===== src/rtl/sdr_cmd_monitor.sv =====
// sdr_cmd_monitor: passive SDRAM command-bus decoder and protocol checker.
// Samples the command pins every rising edge, decodes one command per cycle,
// tracks per-bank open state, flags protocol violations and keeps saturating
// per-command counters. Never drives the DUV.
// Optional build macro: SDR_MON_TIMING_CHK_EN adds per-bank tRCD/tRP timers
// (error codes 3 and 4). Without it those codes are never produced.
module sdr_cmd_monitor #(
  parameter int TRCD  = 3,
  parameter int TRP   = 3,
  parameter int CNT_W = 16
) (
  input  logic             sdram_clk,
  input  logic             sdram_resetn,
  input  logic             sdr_cs_n,
  input  logic             sdr_ras_n,
  input  logic             sdr_cas_n,
  input  logic             sdr_we_n,
  input  logic [1:0]       sdr_ba,
  input  logic [12:0]      sdr_addr,
  input  logic             stat_clr,
  output logic             cmd_valid,
  output logic [2:0]       cmd_code,
  output logic [1:0]       cmd_ba,
  output logic [12:0]      cmd_addr,
  output logic [3:0]       bank_open,
  output logic             err_valid,
  output logic [2:0]       err_code,
  output logic             err_sticky,
  output logic [CNT_W-1:0] cnt_act,
  output logic [CNT_W-1:0] cnt_rd,
  output logic [CNT_W-1:0] cnt_wr,
  output logic [CNT_W-1:0] cnt_ref
);

  localparam logic [2:0] C_NOP = 3'd0;
  localparam logic [2:0] C_ACT = 3'd1;
  localparam logic [2:0] C_RD  = 3'd2;
  localparam logic [2:0] C_WR  = 3'd3;
  localparam logic [2:0] C_PRE = 3'd4;
  localparam logic [2:0] C_REF = 3'd5;
  localparam logic [2:0] C_LMR = 3'd6;
  localparam logic [2:0] C_BST = 3'd7;

  // Timers are 4 bits and saturate at 15, so spacings up to 15 are exact.
  if (TRCD < 1 || TRCD > 15 || TRP < 1 || TRP > 15) begin : g_bad_param
    $error("sdr_cmd_monitor: TRCD and TRP must be in 1..15");
  end

  logic [2:0]       dec_code;
  logic [2:0]       err_d;
  logic [3:0]       bank_d;
  logic             is_rdwr;

  logic             cmd_valid_q;
  logic [2:0]       cmd_code_q;
  logic [1:0]       cmd_ba_q;
  logic [12:0]      cmd_addr_q;
  logic [3:0]       bank_open_q;
  logic             err_valid_q;
  logic [2:0]       err_code_q;
  logic             err_sticky_q;
  logic [CNT_W-1:0] cnt_act_q, cnt_rd_q, cnt_wr_q, cnt_ref_q;

  // Decode the sampled pins into a command code (deselect counts as NOP).
  always_comb begin
    dec_code = C_NOP;
    if (!sdr_cs_n) begin
      case ({sdr_ras_n, sdr_cas_n, sdr_we_n})
        3'b011:  dec_code = C_ACT;
        3'b101:  dec_code = C_RD;
        3'b100:  dec_code = C_WR;
        3'b010:  dec_code = C_PRE;
        3'b001:  dec_code = C_REF;
        3'b000:  dec_code = C_LMR;
        3'b110:  dec_code = C_BST;
        default: dec_code = C_NOP;
      endcase
    end
  end

  assign is_rdwr = (dec_code == C_RD) || (dec_code == C_WR);

`ifdef SDR_MON_TIMING_CHK_EN
  localparam logic [3:0] TRCD_L = 4'(TRCD);
  localparam logic [3:0] TRP_L  = 4'(TRP);

  // Each timer holds the clock count since its starting command, saturating
  // at 15; reset leaves them saturated so nothing looks too recent.
  logic [3:0] trcd_tmr_q [4];
  logic [3:0] trp_tmr_q  [4];

  // Per-bank tRCD (from ACTIVE) and tRP (from any precharge) timers.
  always_ff @(posedge sdram_clk) begin
    for (int b = 0; b < 4; b++) begin
      if (!sdram_resetn) begin
        trcd_tmr_q[b] <= 4'hF;
        trp_tmr_q[b]  <= 4'hF;
      end else begin
        if (dec_code == C_ACT && sdr_ba == 2'(b))
          trcd_tmr_q[b] <= 4'd1;
        else if (trcd_tmr_q[b] != 4'hF)
          trcd_tmr_q[b] <= trcd_tmr_q[b] + 4'd1;

        if ((dec_code == C_PRE && (sdr_addr[10] || sdr_ba == 2'(b))) ||
            (is_rdwr && sdr_addr[10] && sdr_ba == 2'(b)))
          trp_tmr_q[b] <= 4'd1;
        else if (trp_tmr_q[b] != 4'hF)
          trp_tmr_q[b] <= trp_tmr_q[b] + 4'd1;
      end
    end
  end
`endif

  // Classify the current command; lower error codes take priority.
  always_comb begin
    err_d = 3'd0;
    case (dec_code)
      C_ACT: begin
        if (bank_open_q[sdr_ba]) err_d = 3'd1;
`ifdef SDR_MON_TIMING_CHK_EN
        else if (trp_tmr_q[sdr_ba] < TRP_L) err_d = 3'd4;
`endif
      end
      C_RD, C_WR: begin
        if (!bank_open_q[sdr_ba]) err_d = 3'd2;
`ifdef SDR_MON_TIMING_CHK_EN
        else if (trcd_tmr_q[sdr_ba] < TRCD_L) err_d = 3'd3;
`endif
      end
      C_REF, C_LMR: begin
        if (|bank_open_q) err_d = 3'd5;
      end
      default: err_d = 3'd0;
    endcase
  end

  // Next bank-open state; applied even when the command is in error.
  always_comb begin
    bank_d = bank_open_q;
    case (dec_code)
      C_ACT: bank_d[sdr_ba] = 1'b1;
      C_PRE: begin
        if (sdr_addr[10]) bank_d = 4'b0000;
        else              bank_d[sdr_ba] = 1'b0;
      end
      C_RD, C_WR: if (sdr_addr[10]) bank_d[sdr_ba] = 1'b0;
      default: bank_d = bank_open_q;
    endcase
  end

  // Register decode results, bank state, sticky error and counters.
  always_ff @(posedge sdram_clk) begin
    if (!sdram_resetn) begin
      cmd_valid_q  <= 1'b0;
      cmd_code_q   <= 3'd0;
      cmd_ba_q     <= 2'd0;
      cmd_addr_q   <= 13'd0;
      bank_open_q  <= 4'b0000;
      err_valid_q  <= 1'b0;
      err_code_q   <= 3'd0;
      err_sticky_q <= 1'b0;
      cnt_act_q    <= '0;
      cnt_rd_q     <= '0;
      cnt_wr_q     <= '0;
      cnt_ref_q    <= '0;
    end else begin
      cmd_valid_q <= (dec_code != C_NOP);
      cmd_code_q  <= dec_code;
      if (dec_code != C_NOP) begin
        cmd_ba_q   <= sdr_ba;
        cmd_addr_q <= sdr_addr;
      end
      bank_open_q <= bank_d;
      err_valid_q <= (err_d != 3'd0);
      err_code_q  <= err_d;
      // A coincident clear beats both counting and the sticky flag.
      if (stat_clr) begin
        err_sticky_q <= 1'b0;
        cnt_act_q    <= '0;
        cnt_rd_q     <= '0;
        cnt_wr_q     <= '0;
        cnt_ref_q    <= '0;
      end else begin
        err_sticky_q <= err_sticky_q | (err_d != 3'd0);
        if (dec_code == C_ACT && cnt_act_q != '1) cnt_act_q <= cnt_act_q + 1'b1;
        if (dec_code == C_RD  && cnt_rd_q  != '1) cnt_rd_q  <= cnt_rd_q  + 1'b1;
        if (dec_code == C_WR  && cnt_wr_q  != '1) cnt_wr_q  <= cnt_wr_q  + 1'b1;
        if (dec_code == C_REF && cnt_ref_q != '1) cnt_ref_q <= cnt_ref_q + 1'b1;
      end
    end
  end

  assign cmd_valid  = cmd_valid_q;
  assign cmd_code   = cmd_code_q;
  assign cmd_ba     = cmd_ba_q;
  assign cmd_addr   = cmd_addr_q;
  assign bank_open  = bank_open_q;
  assign err_valid  = err_valid_q;
  assign err_code   = err_code_q;
  assign err_sticky = err_sticky_q;
  assign cnt_act    = cnt_act_q;
  assign cnt_rd     = cnt_rd_q;
  assign cnt_wr     = cnt_wr_q;
  assign cnt_ref    = cnt_ref_q;

endmodule

===== config.mk =====
export PLATFORM = sky130hd
export DESIGN_NAME = sdr_cmd_monitor
export DESIGN_NICKNAME = d
export VERILOG_FILES = /design/src/rtl/sdr_cmd_monitor.sv
export SDC_FILE = /design/constraint.sdc
export NUM_CORES = 1
export LEC_CHECK = 0
export BUFFER_PORTS_ARGS = -buffer_cell sky130_fd_sc_hd__buf_2
export CAP_MARGIN = 0
export CORE_MARGIN = 8
export CORE_UTILIZATION = 31
export CTS_BUF_LIST = sky130_fd_sc_hd__clkbuf_8
export DETAILED_ROUTE_END_ITERATION = 8
export SETUP_SLACK_MARGIN = 0.3
export SYNTH_ARGS = -nofsm -noshare
export SYNTH_HDL_FRONTEND = slang
export SYNTH_SLANG_ARGS = --single-unit
export TNS_END_PERCENT = 1

===== constraint.sdc =====
create_clock -name sdram_clk -period 2.8 [get_ports sdram_clk]
set_input_delay 0.42 -clock sdram_clk [delete_from_list [all_inputs] [get_ports sdram_clk]]
set_output_delay 0.42 -clock sdram_clk [all_outputs]
set_load 0.05 [all_outputs]

==> out/metrics.yaml <==
status: "finished clean"
met1_length_um: 5610
core_area_um2: 13900
utilization_pct: 39.1
clock_latency_ns: 0.37
drtPass1Iterations: 5
ys_warn_count: 0
p_leak_nw: 2.00
cts_resized: 0
die_y_um: 135
io_buffers: 113
start_kind: "primary input"
finalClockSkew_ns: 0.0140
dpl.hpwl_um: 9600
slew_viol_final: 0
whs_ns: 0.275
cts_setup_buffers: 0
area_growth_pct: 22.8
final_area_um2: 5420
drive_gt1_share_pct: 24.0
fin_tns_setup_ns: 0
cts_htree_levels: 3
wirelength_um: 12800
synth_fp_nets: 564
antenna_cells: 0
max_freq_mhz: 449
synth_area_um2: 4420
syn_inst: 538
post_dp_cell_area_um2: 5230
routed-wl-met2_um: 6420
fp.dieArea_um2: 18300
synth_cell_types: 53
avgSynthCellArea_um2: 8.21
ant_nets: 0
finalCriticalPeriod_ns: 2.23
cts_tree: "built"
initial_core_util_pct: 31.8
ys_seq_area_share_pct: 41.7
cts.reportedPaths.clkPinSlew_ns: 0.10
vias_per_cell: 5.35
clk_path_buf_depth: 2
required_ns: 3.09
cts_hold_buf: 0
gr-total-overflow: 0
rows: 43
routed.top_layer: "met4"
routedWlPerCell_um: 15.3
setup_violations: 0
grt_first_pass_wirelength_um: 20100
path_max_fanout: 15
fin_crit_sh_pct: 79.6
dp_slack_ns: 0.204
vias: 4465
cp.arrival_ns: 2.52
place_congestion: 0.820
synth_seq_cells: 92
critPathKind: "primary input to flip-flop"
io_pins: 114
numCtsBuffers: 9
drc_errors: 0
fin_nets: 676
power.density_nw_per_um2: 448
end_kind: "flip-flop"
antenna_found_initial: 0
ys_async_sr_fraction_pct: 0
tightestPinTransition_ns: 0.741
cts_num_sinks: 92
fin_ws_ns: 0.571
grt_pass1_vias: 4050
die_w_um: 135
cts-root-buf: "clkbuf_8"
peakVddDrop_mv: 0.199
drt_iter0_drc: 229
synth-main-ff-cell: "dfxtp_1"
synth_edf_count: 0
fill_cells: 1461
rsz0062_at_grt: "no"
hold_class: "primary input to flip-flop"
met3_wirelength_um: 582
hold_violations: 0
maxCapViolCount: 0
maxSlewHeadroom_pct: 50.5
grt_max_degree: 26
grt_use_total_pct: 13.2
## state kept, by name, summed over array words and instances, names as in the netlist
| register | count |
|---|---|
| cnt_act | 16 |
| err_valid | 1 |
| err_sticky | 1 |
| cnt_ref | 16 |
| err_code | 3 |
| cnt_wr | 16 |
| bank_open | 4 |
| cmd_valid | 1 |
| cmd_code | 3 |
| cmd_addr | 13 |
| cnt_rd | 16 |
| cmd_ba | 2 |
## layout by cell type (no fill, tap or decap), drive strengths merged, types with 2 or more instances in the layout
cell type | netlist | routed
o311ai | 4 | 4
a31oi | 2 | 2
or3 | 24 | 24
inv | 14 | 16
o41ai | 4 | 4
nor2 | 17 | 17
a211oi | 4 | 4
nor4bb | 2 | 2
nor3 | 9 | 9
o31ai | 19 | 19
and3 | 5 | 5
nor4 | 9 | 9
nand2 | 66 | 66
a21oi | 75 | 75
buf | 3 | 130
and2 | 3 | 3
dfxtp | 92 | 92
nor2b | 3 | 3
nand3 | 19 | 19
nor4b | 3 | 3
clkbuf | 26 | 11
a311oi | 3 | 3
or4b | 2 | 2
o21ai | 31 | 31
o2111ai | 2 | 2
nand4 | 22 | 22
or3b | 2 | 2
nand3b | 6 | 6
a31o | 3 | 3
ha | 4 | 4
and4 | 5 | 5
o2111a | 2 | 2
nand2b | 8 | 8
o211ai | 3 | 3
mux2i | 6 | 6
clkinv | 0 | 2
or4 | 23 | 23
## cell type report
type                            count  area [um^2]  area share, %
Multi-Input combinational cell    403         2420           44.6
Inverter                           14         52.6          0.969
Clock inverter                      5         42.5          0.784
Timing Repair Buffer              130          693           12.8
Tap cell                          180          225           4.15
Sequential cell                    92         1840           34.0
Clock buffer                       11          151           2.79
## synthesized netlist by cell type (4+ instances only)
master / n / area share, %
dfxtp_1: 92 / 42
a21oi_1: 75 / 8.5
nand2_1: 66 / 5.6
o21ai_0: 31 / 3.5
clkbuf_1: 25 / 2.1
or3_1: 24 / 3.4
or4_1: 23 / 3.9
nand4_1: 22 / 3.1
nand3_1: 19 / 2.2
o31ai_1: 19 / 3.2
nor2_1: 17 / 1.4
inv_1: 14 / 1.2
nor3_1: 9 / 1.0
nor4_1: 9 / 1.3
nand2b_1: 8 / 1.1
mux2i_1: 6 / 1.4
nand3b_1: 6 / 1.0
and3_1: 5 / 0.71
and4_1: 5 / 0.99
a211oi_1: 4 / 0.68
ha_1: 4 / 1.1
o311ai_0: 4 / 0.79
o41ai_1: 4 / 0.79
## worst max-delay path, cell delays in order
cell and delay [ns]:
buf_2 0.17, or4b_1 0.61, or4_1 0.65, or4_1 0.51, a21oi_1 0.16
## cell families (layout without fill, tap and decap cells)
family	Yosys count	in the layout	synth area share (%)
AND/OR/NAND/NOR	232	232	29.4
adder cells (fa/ha/maj)	5	5	1.36
AO/OA/AOI/OAI	158	158	21.6
XOR/XNOR	1	1	0.198
buffers and inverters	43	160	3.88
multiplexers	7	7	1.87
flip-flops	92	92	41.7
## per-stage QoR
stage	power [mW]	instances
2_1_floorplan	1.51	538
3_3_place_gp	1.57	819
3_5_place_dp	1.57	819
4_1_cts	2.47	835
5_1_grt	2.55	835
6_report	2.43	835
## layer usage
metal	vias up	GRT usage (%)
met2	93	22.7
met3	10	3.00
li1	2264	-
met1	2098	15.9
met4	0	4.63
met5	-	0
## final timing paths
kind	from	end	slack [ns]	cells past startpoint
worst max-delay path	sdr_cs_n	cnt_wr[11]	0.57	5
worst min-delay path	sdr_addr[7]	cmd_addr[7]	0.28	3
worst max register to register	cnt_wr[9]	cnt_wr[2]	0.76	5
worst min register to register	cmd_addr[10]	cmd_addr[10]	0.46	2
## report_power, final
| group | switching (mW) | total, mW | internal, mW |
|---|---|---|---|
| clock network | 0.507 | 0.888 | 0.381 |
| logic | 0.149 | 0.207 | 0.0582 |
| registers | 0.00860 | 1.33 | 1.33 |
Note: power is estimated with default switching activity, not from simulation.
